[src/rtl/uart_pkg.sv]
// Shared definitions for the memory-mapped UART transmitter: FSM states,
// STATUS register bit layout and register offsets.
package uart_pkg;

   typedef enum logic [1:0] {
      S_IDLE  = 2'd0,
      S_START = 2'd1,
      S_DATA  = 2'd2,
      S_STOP  = 2'd3
   } tx_state_t;

   localparam int STAT_FULL    = 0;
   localparam int STAT_EMPTY   = 1;
   localparam int STAT_BUSY    = 2;
   localparam int STAT_OVF     = 3;
   localparam int STAT_CNT_LSB = 4;
   localparam int STAT_CNT_W   = 7;

   localparam logic [31:0] OFS_TXDATA = 32'h0000_0000;
   localparam logic [31:0] OFS_STATUS = 32'h0000_0004;

endpackage

[src/rtl/sync_fifo.sv]
// Single-clock FIFO with combinational head read; a push into a full FIFO
// is still accepted when a pop happens on the same edge.
module sync_fifo #(
   parameter int WIDTH = 8,
   parameter int DEPTH = 8
) (
   input  logic                     clk,
   input  logic                     reset,
   input  logic                     i_push,
   input  logic                     i_pop,
   input  logic [WIDTH-1:0]         i_data,
   output logic [WIDTH-1:0]         o_data,
   output logic                     o_full,
   output logic                     o_empty,
   output logic [$clog2(DEPTH):0]   o_count
);

   localparam int AW = $clog2(DEPTH);
   localparam logic [AW:0] FULL_CNT = (AW+1)'(DEPTH);

   logic [WIDTH-1:0] r_mem [DEPTH];
   logic [AW-1:0]    r_wr_ptr;
   logic [AW-1:0]    r_rd_ptr;
   logic [AW:0]      r_count;
   logic             w_do_pop;
   logic             w_do_push;

   assign o_full    = (r_count == FULL_CNT);
   assign o_empty   = (r_count == '0);
   assign o_count   = r_count;
   assign o_data    = r_mem[r_rd_ptr];
   assign w_do_pop  = i_pop && !o_empty;
   assign w_do_push = i_push && (!o_full || w_do_pop);

   always_ff @(posedge clk) begin
      if (w_do_push) r_mem[r_wr_ptr] <= i_data;
   end

   // Pointers wrap naturally because DEPTH is a power of two.
   always_ff @(posedge clk or negedge reset) begin
      if (!reset) begin
         r_wr_ptr <= '0;
         r_rd_ptr <= '0;
         r_count  <= '0;
      end else begin
         if (w_do_push) r_wr_ptr <= r_wr_ptr + 1'b1;
         if (w_do_pop)  r_rd_ptr <= r_rd_ptr + 1'b1;
         if (w_do_push && !w_do_pop)      r_count <= r_count + 1'b1;
         else if (w_do_pop && !w_do_push) r_count <= r_count - 1'b1;
      end
   end

endmodule

[src/rtl/mmio_uart_tx.sv]
// Memory-mapped 8N1 UART transmitter: TXDATA store pushes a byte into the
// FIFO, STATUS reports count/overflow/busy/empty/full.
//
// state   | meaning
// S_IDLE  | line high; pops FIFO head into shifter when non-empty
// S_START | start bit (tx=0) for CLKS_PER_BIT cycles
// S_DATA  | 8 data bits LSB first, CLKS_PER_BIT cycles each
// S_STOP  | stop bit (tx=1) for CLKS_PER_BIT cycles
module mmio_uart_tx
   import uart_pkg::*;
#(
   parameter logic [31:0] BASE_ADDR    = 32'h0000_0200,
   parameter int          CLKS_PER_BIT = 4,
   parameter int          FIFO_DEPTH   = 8
) (
   input  logic        clk,
   input  logic        reset,
   input  logic        MemWrite,
   input  logic [31:0] DataAdr,
   input  logic [31:0] WriteData,
   output logic [31:0] ReadData,
   output logic        tx
);

   localparam int BAUD_W = $clog2(CLKS_PER_BIT);
   localparam logic [BAUD_W-1:0] BAUD_LAST = BAUD_W'(CLKS_PER_BIT - 1);
   localparam int CW = $clog2(FIFO_DEPTH) + 1;

   tx_state_t         r_state;
   logic [BAUD_W-1:0] r_baud;
   logic [2:0]        r_bit_idx;
   logic [7:0]        r_shift;
   logic              r_ovf;

   logic          w_sel_tx;
   logic          w_sel_st;
   logic          w_wr_tx;
   logic          w_wr_st;
   logic          w_pop;
   logic          w_full;
   logic          w_empty;
   logic          w_busy;
   logic          w_baud_done;
   logic [7:0]    w_fifo_data;
   logic [CW-1:0] w_count;
   logic          w_unused_wdata;

   assign w_sel_tx       = (DataAdr == BASE_ADDR + OFS_TXDATA);
   assign w_sel_st       = (DataAdr == BASE_ADDR + OFS_STATUS);
   assign w_wr_tx        = MemWrite && w_sel_tx;
   assign w_wr_st        = MemWrite && w_sel_st;
   assign w_pop          = (r_state == S_IDLE) && !w_empty;
   assign w_busy         = (r_state != S_IDLE);
   assign w_baud_done    = (r_baud == BAUD_LAST);
   assign w_unused_wdata = ^WriteData[31:8];

   sync_fifo #(
      .WIDTH (8),
      .DEPTH (FIFO_DEPTH)
   ) u_fifo (
      .clk     (clk),
      .reset   (reset),
      .i_push  (w_wr_tx),
      .i_pop   (w_pop),
      .i_data  (WriteData[7:0]),
      .o_data  (w_fifo_data),
      .o_full  (w_full),
      .o_empty (w_empty),
      .o_count (w_count)
   );

   // A store that meets a same-edge pop is accepted, so it never overflows.
   always_ff @(posedge clk or negedge reset) begin
      if (!reset) begin
         r_ovf <= 1'b0;
      end else if (w_wr_st && WriteData[3]) begin
         r_ovf <= 1'b0;
      end else if (w_wr_tx && w_full && !w_pop) begin
         r_ovf <= 1'b1;
      end
   end

   always_ff @(posedge clk or negedge reset) begin
      if (!reset) begin
         r_state   <= S_IDLE;
         r_baud    <= '0;
         r_bit_idx <= '0;
         r_shift   <= '0;
      end else begin
         case (r_state)
            S_IDLE: begin
               if (w_pop) begin
                  r_shift <= w_fifo_data;
                  r_state <= S_START;
                  r_baud  <= '0;
               end
            end
            S_START: begin
               if (w_baud_done) begin
                  r_state <= S_DATA;
                  r_baud  <= '0;
               end else begin
                  r_baud <= r_baud + 1'b1;
               end
            end
            S_DATA: begin
               if (w_baud_done) begin
                  r_baud <= '0;
                  if (r_bit_idx == 3'd7) begin
                     r_state   <= S_STOP;
                     r_bit_idx <= '0;
                  end else begin
                     r_bit_idx <= r_bit_idx + 1'b1;
                  end
               end else begin
                  r_baud <= r_baud + 1'b1;
               end
            end
            S_STOP: begin
               if (w_baud_done) begin
                  r_state <= S_IDLE;
                  r_baud  <= '0;
               end else begin
                  r_baud <= r_baud + 1'b1;
               end
            end
            default: begin
               r_state <= S_IDLE;
               r_baud  <= '0;
            end
         endcase
      end
   end

   always_comb begin
      case (r_state)
         S_START: tx = 1'b0;
         S_DATA:  tx = r_shift[r_bit_idx];
         default: tx = 1'b1;
      endcase
   end

   always_comb begin
      ReadData = '0;
      if (w_sel_st) begin
         ReadData[STAT_CNT_LSB +: STAT_CNT_W] = STAT_CNT_W'(w_count);
         ReadData[STAT_OVF]   = r_ovf;
         ReadData[STAT_BUSY]  = w_busy;
         ReadData[STAT_EMPTY] = w_empty;
         ReadData[STAT_FULL]  = w_full;
      end
   end

endmodule

[config.mk]
export PLATFORM = sky130hd
export DESIGN_NAME = mmio_uart_tx
export DESIGN_NICKNAME = d
export VERILOG_FILES = /design/src/rtl/uart_pkg.sv /design/src/rtl/sync_fifo.sv /design/src/rtl/mmio_uart_tx.sv
export SDC_FILE = /design/constraint.sdc
export NUM_CORES = 1
export LEC_CHECK = 0
export ABC_AREA = 0
export CORE_MARGIN = 10
export CORE_UTILIZATION = 30
export DETAILED_ROUTE_END_ITERATION = 16
export GPL_TIMING_DRIVEN = 0
export PLACE_DENSITY = 0.59
export SLEW_MARGIN = 15
export SYNTH_ARGS = -nofsm -noshare
export SYNTH_HDL_FRONTEND = slang
export SYNTH_SLANG_ARGS = --single-unit
[constraint.sdc]
create_clock -name clk -period 5.9 [get_ports clk]
set_input_delay 0.59 -clock clk [delete_from_list [all_inputs] [get_ports clk]]
set_output_delay 0.59 -clock clk [all_outputs]
set_load 0.01 [all_outputs]
==> flow_metrics.env, run 1 <==
export IMPL_setup_tns_ns=0
export IMPL_ff2ff_setup_slack_ns=2.89
export IMPL_yosys_area_share_simple_pct=10.0
export IMPL_antenna_left=0
export IMPL_cts_resized=0
export IMPL_drc=0
export IMPL_slew_limit_headroom_pct=45.4
export IMPL_switching_share_pct=20.8
export IMPL_fp_row_count=43
export IMPL_crit_family="simple AND/OR/NAND/NOR gates"
export IMPL_synth_compound_area_share_pct=2.25
export IMPL_max_stage_delay_ns=0.57
export IMPL_path_clk_slew_ns=0.06
export IMPL_regToRegEndpoint="u_fifo.o_count[3]"
export IMPL_ys_warn_count=0
export IMPL_portBuffers=51
export IMPL_sequentialPowerShare_pct=53.8
export IMPL_rsz0062_at_grt="false"
export IMPL_syn_avg_cell_area_um2=15.8
export IMPL_ctsLongestPathBuffers=2
export IMPL_startpoint="DataAdr[1]"
export IMPL_total_power_mw=1.26
export IMPL_clk_latency_ns=0.34
export IMPL_fin_nets=430
export IMPL_rr_worst_depth=10
export IMPL_pin_count=100
export IMPL_routed_top_layer="met4"
export IMPL_cp_max_fo=8
export IMPL_cts_root_buf="clkbuf_16"
export IMPL_area_growth_pct=26.1
export IMPL_muxShareOfSynthArea_pct=14.2
export IMPL_synth_area_leaders="edfxtp_1 (46%), dfrtp_1 (16%), mux4_2 (9.7%)"
export IMPL_ctsHoldBuffers=0
export IMPL_avgRoutedWirePerCell_um=15.9
export IMPL_hpwl_um=6170
export IMPL_track_usage_pct=9.43
export IMPL_synthXorXnorAreaFrac_pct=1.47
export IMPL_grt_pass1_wl_um=13400
export IMPL_synthArstFlopShare_pct=28.9
export IMPL_yosysTopAreaCellShare_pct=46.1
export IMPL_antenna_found_initial=0
export IMPL_layout_drive_gt1_share_pct=20.9
export IMPL_drv_cap=0
export IMPL_core_area_um2=13800
export IMPL_synth_flop_cell="edfxtp_1"
export IMPL_crit_end="ReadData[6]"
export IMPL_worstPathBufferInverterCount=2
export IMPL_worst_pin_slew_ns=0.811
export IMPL_p_sw_mw=0.262
export IMPL_grt_max_degree=27
export IMPL_period_share_pct=60.3
export IMPL_finClkSkew_ns=0.00724
export IMPL_yosysTopAreaCell="edfxtp_1"
export IMPL_crit_type="input port to output pin"
export IMPL_drt_iter0_markers=93
export IMPL_met1_length_um=3590
export IMPL_fmax_mhz=281
export IMPL_start_kind="input port"
export IMPL_irDropWorstVdd_uv=134
export IMPL_via_per_inst=4.40
export IMPL_syn_area_um2=4170
export IMPL_cp_slowest_cell="nor3_1"
export IMPL_synth_fa_ha_area_share_pct=4.38
export IMPL_critical_path_arrival_ns=2.97
export IMPL_end_kind="output pin"
export IMPL_htree_num_levels=3
export IMPL_dr_wl_met3_um=429
export IMPL_globalplace_congestion=0.700
export IMPL_utilization_pct=38.2
export IMPL_p_leak_nw=2.00
export IMPL_power_frac_clock_pct=41.6
export IMPL_synth_seq_cells=90
export IMPL_synthDistinctLibCells=41
export IMPL_start_util_pct=30.3
export IMPL_synth_edf_count=64
export IMPL_overflow=0
export IMPL_synthCells=264
export IMPL_internal_power_mw=0.999
export IMPL_final_hold_viol_count=0
export IMPL_cp_cell_sequence="clkdlybuf4s50_1 > nor4_1 > nand4_2 > nor3_1 > and2_2 > clkdlybuf4s50_1"
export IMPL_synth_top_family_by_area="multiplexers"
export IMPL_yosysSeqAreaShare_pct=61.7
export IMPL_cts_sinks=90
export IMPL_n_antenna_cell=0
export IMPL_min_path_type="input port to async pin"
export IMPL_pwr_share_comb_pct=4.6
export IMPL_die_x_um=138
export IMPL_power_density_nw_per_um2=240
export IMPL_grt_pass1_vias=2417
export IMPL_dr_pass1_iters=4
export IMPL_cpMostUsedCell="clkdlybuf4s50_1"
export IMPL_worstPathRequired_ns=5.31
export IMPL_die_y_um=138
export IMPL_ys_top_cells_by_count="edfxtp_1 (64), dfrtp_1 (26), buf_4 (25)"
export IMPL_drt_total_wl_um=8490
export IMPL_cts_tree="done"
export IMPL_status="finished, final reports clean"
export IMPL_fill_cells=1314
export IMPL_post_route_min_period_ns=3.56
export IMPL_via_count=2352
export IMPL_dr_wl_met2_um=4290
export IMPL_synth_most_common_cell="edfxtp_1"
export IMPL_crit_cells=6
export IMPL_dieArea_um2=19000
export IMPL_numCtsBuffers=9
export IMPL_drv_slew=0
export IMPL_regToRegStartpoint="u_fifo.o_count[1]"
export IMPL_setup_violations_final=0
export IMPL_cts_setup_buffers=0
final cells by class:
cell class	count	area (um2)	share of cell area [%]
tap	180	225	4.28
clock inverter	6	42.5	0.809
inverter	5	18.8	0.357
clock buffer	10	229	4.35
multi-input combinational	160	1440	27.4
buffer	32	226	4.31
sequential	90	2570	48.9
timing repair buffer	51	505	9.61
placed cells by master (no fill, tap or decap), types with 2 or more instances in the layout:
cell | netlist | routed
and2_1 | 6 | 6
nand4_2 | 2 | 2
xor2_1 | 3 | 3
nor4_1 | 10 | 10
inv_1 | 5 | 5
a21oi_1 | 3 | 3
edfxtp_1 | 64 | 64
dfrtp_1 | 26 | 26
mux2_2 | 5 | 5
mux2i_1 | 12 | 12
nor2_1 | 5 | 5
mux4_2 | 18 | 18
clkdlybuf4s50_1 | 0 | 50
clkinv_4 | 0 | 2
ha_1 | 13 | 13
buf_4 | 25 | 25
and3_1 | 2 | 2
xnor2_1 | 4 | 4
buf_2 | 3 | 4
clkbuf_16 | 0 | 9
conb_1 | 1 | 24
nor3_1 | 6 | 6
o21ai_0 | 11 | 11
and4b_1 | 3 | 3
nand2b_1 | 3 | 3
buf_1 | 2 | 2
a21o_1 | 2 | 2
nand2_1 | 14 | 14
worst min path at each step:
| stage | from | to | slack [ns] |
|---|---|---|---|
| finish | reset | u_fifo.o_count[1] | 0.26 |
| global route | reset | u_fifo.r_rd_ptr[1] | 0.30 |
| CTS | r_shift[6] | r_shift[6] | 0.48 |
| detailed placement | r_shift[6] | r_shift[6] | 0.47 |
| global placement | r_shift[6] | r_shift[6] | 0.46 |
| floorplan | reset | r_baud[0] | 0.29 |
kinds of logic after synthesis:
family / after synthesis
buffers and inverters: 37
muxes: 36
other: 1
xor gates and xnor gates: 7
AOI/OAI and AO/OA: 17
and+or+nand+nor: 62
adders and majority gates: 14
DFF: 90
routing by layer:
| layer | GRT usage (%) | up-vias |
|---|---|---|
| met1 | 11.1 | 1162 |
| met4 | 4.75 | 0 |
| met3 | 2.28 | 16 |
| met5 | 0 | - |
| li1 | - | 1133 |
| met2 | 15.7 | 41 |
registers in the layout, summed over array words and instances, names as in the netlist:
signal           count
u_fifo.r_mem        64
u_fifo.o_count       4
r_state              2
r_ovf                1
u_fifo.r_rd_ptr      3
r_bit_idx            3
r_baud               2
r_shift              8
u_fifo.r_wr_ptr      3
metrics by stage:
| step | area (um2) | std cells | hold WS, ns | worst slack [ns] |
|---|---|---|---|---|
| floorplan | 4260 | 287 | 0.294 | 3.05 |
| global placement | 4990 | 518 | 0.460 | 2.35 |
| detailed placement | 4990 | 518 | 0.469 | 2.30 |
| CTS | 5260 | 534 | 0.484 | 2.30 |
| global route | 5260 | 534 | 0.298 | 2.10 |
| finish | 5260 | 534 | 0.258 | 2.34 |
power groups by stage:
stage | registers [mW] | clock network, mW | logic (mW)
2_1_floorplan | 0.691 | 0 | 0.0209
3_3_place_gp | 0.691 | 0 | 0.0570
3_5_place_dp | 0.691 | 0 | 0.0583
4_1_cts | 0.678 | 0.544 | 0.0585
5_1_grt | 0.677 | 0.569 | 0.0642
6_report | 0.678 | 0.525 | 0.0586
Power figures use the tool's default switching activity.
==> run 2, diff against run 1 <==
Clock period 5.9 ns to 3.4 ns, I/O delays scaled along.
==> results of run 2 <==
The final DEF is identical to that of run 1. Status: finished, final reports clean.
Main changes from that run: setup slack after placement 2.30 ns -> 0.112 ns; setup slack after layout 2.34 ns -> 0.342 ns; hold slack 0.258 ns -> 0.00837 ns; register-to-register setup slack 2.89 ns -> 0.39 ns; total power 1.26 mW -> 2.19 mW; worst IR drop on VDD 134 uV -> 232 uV
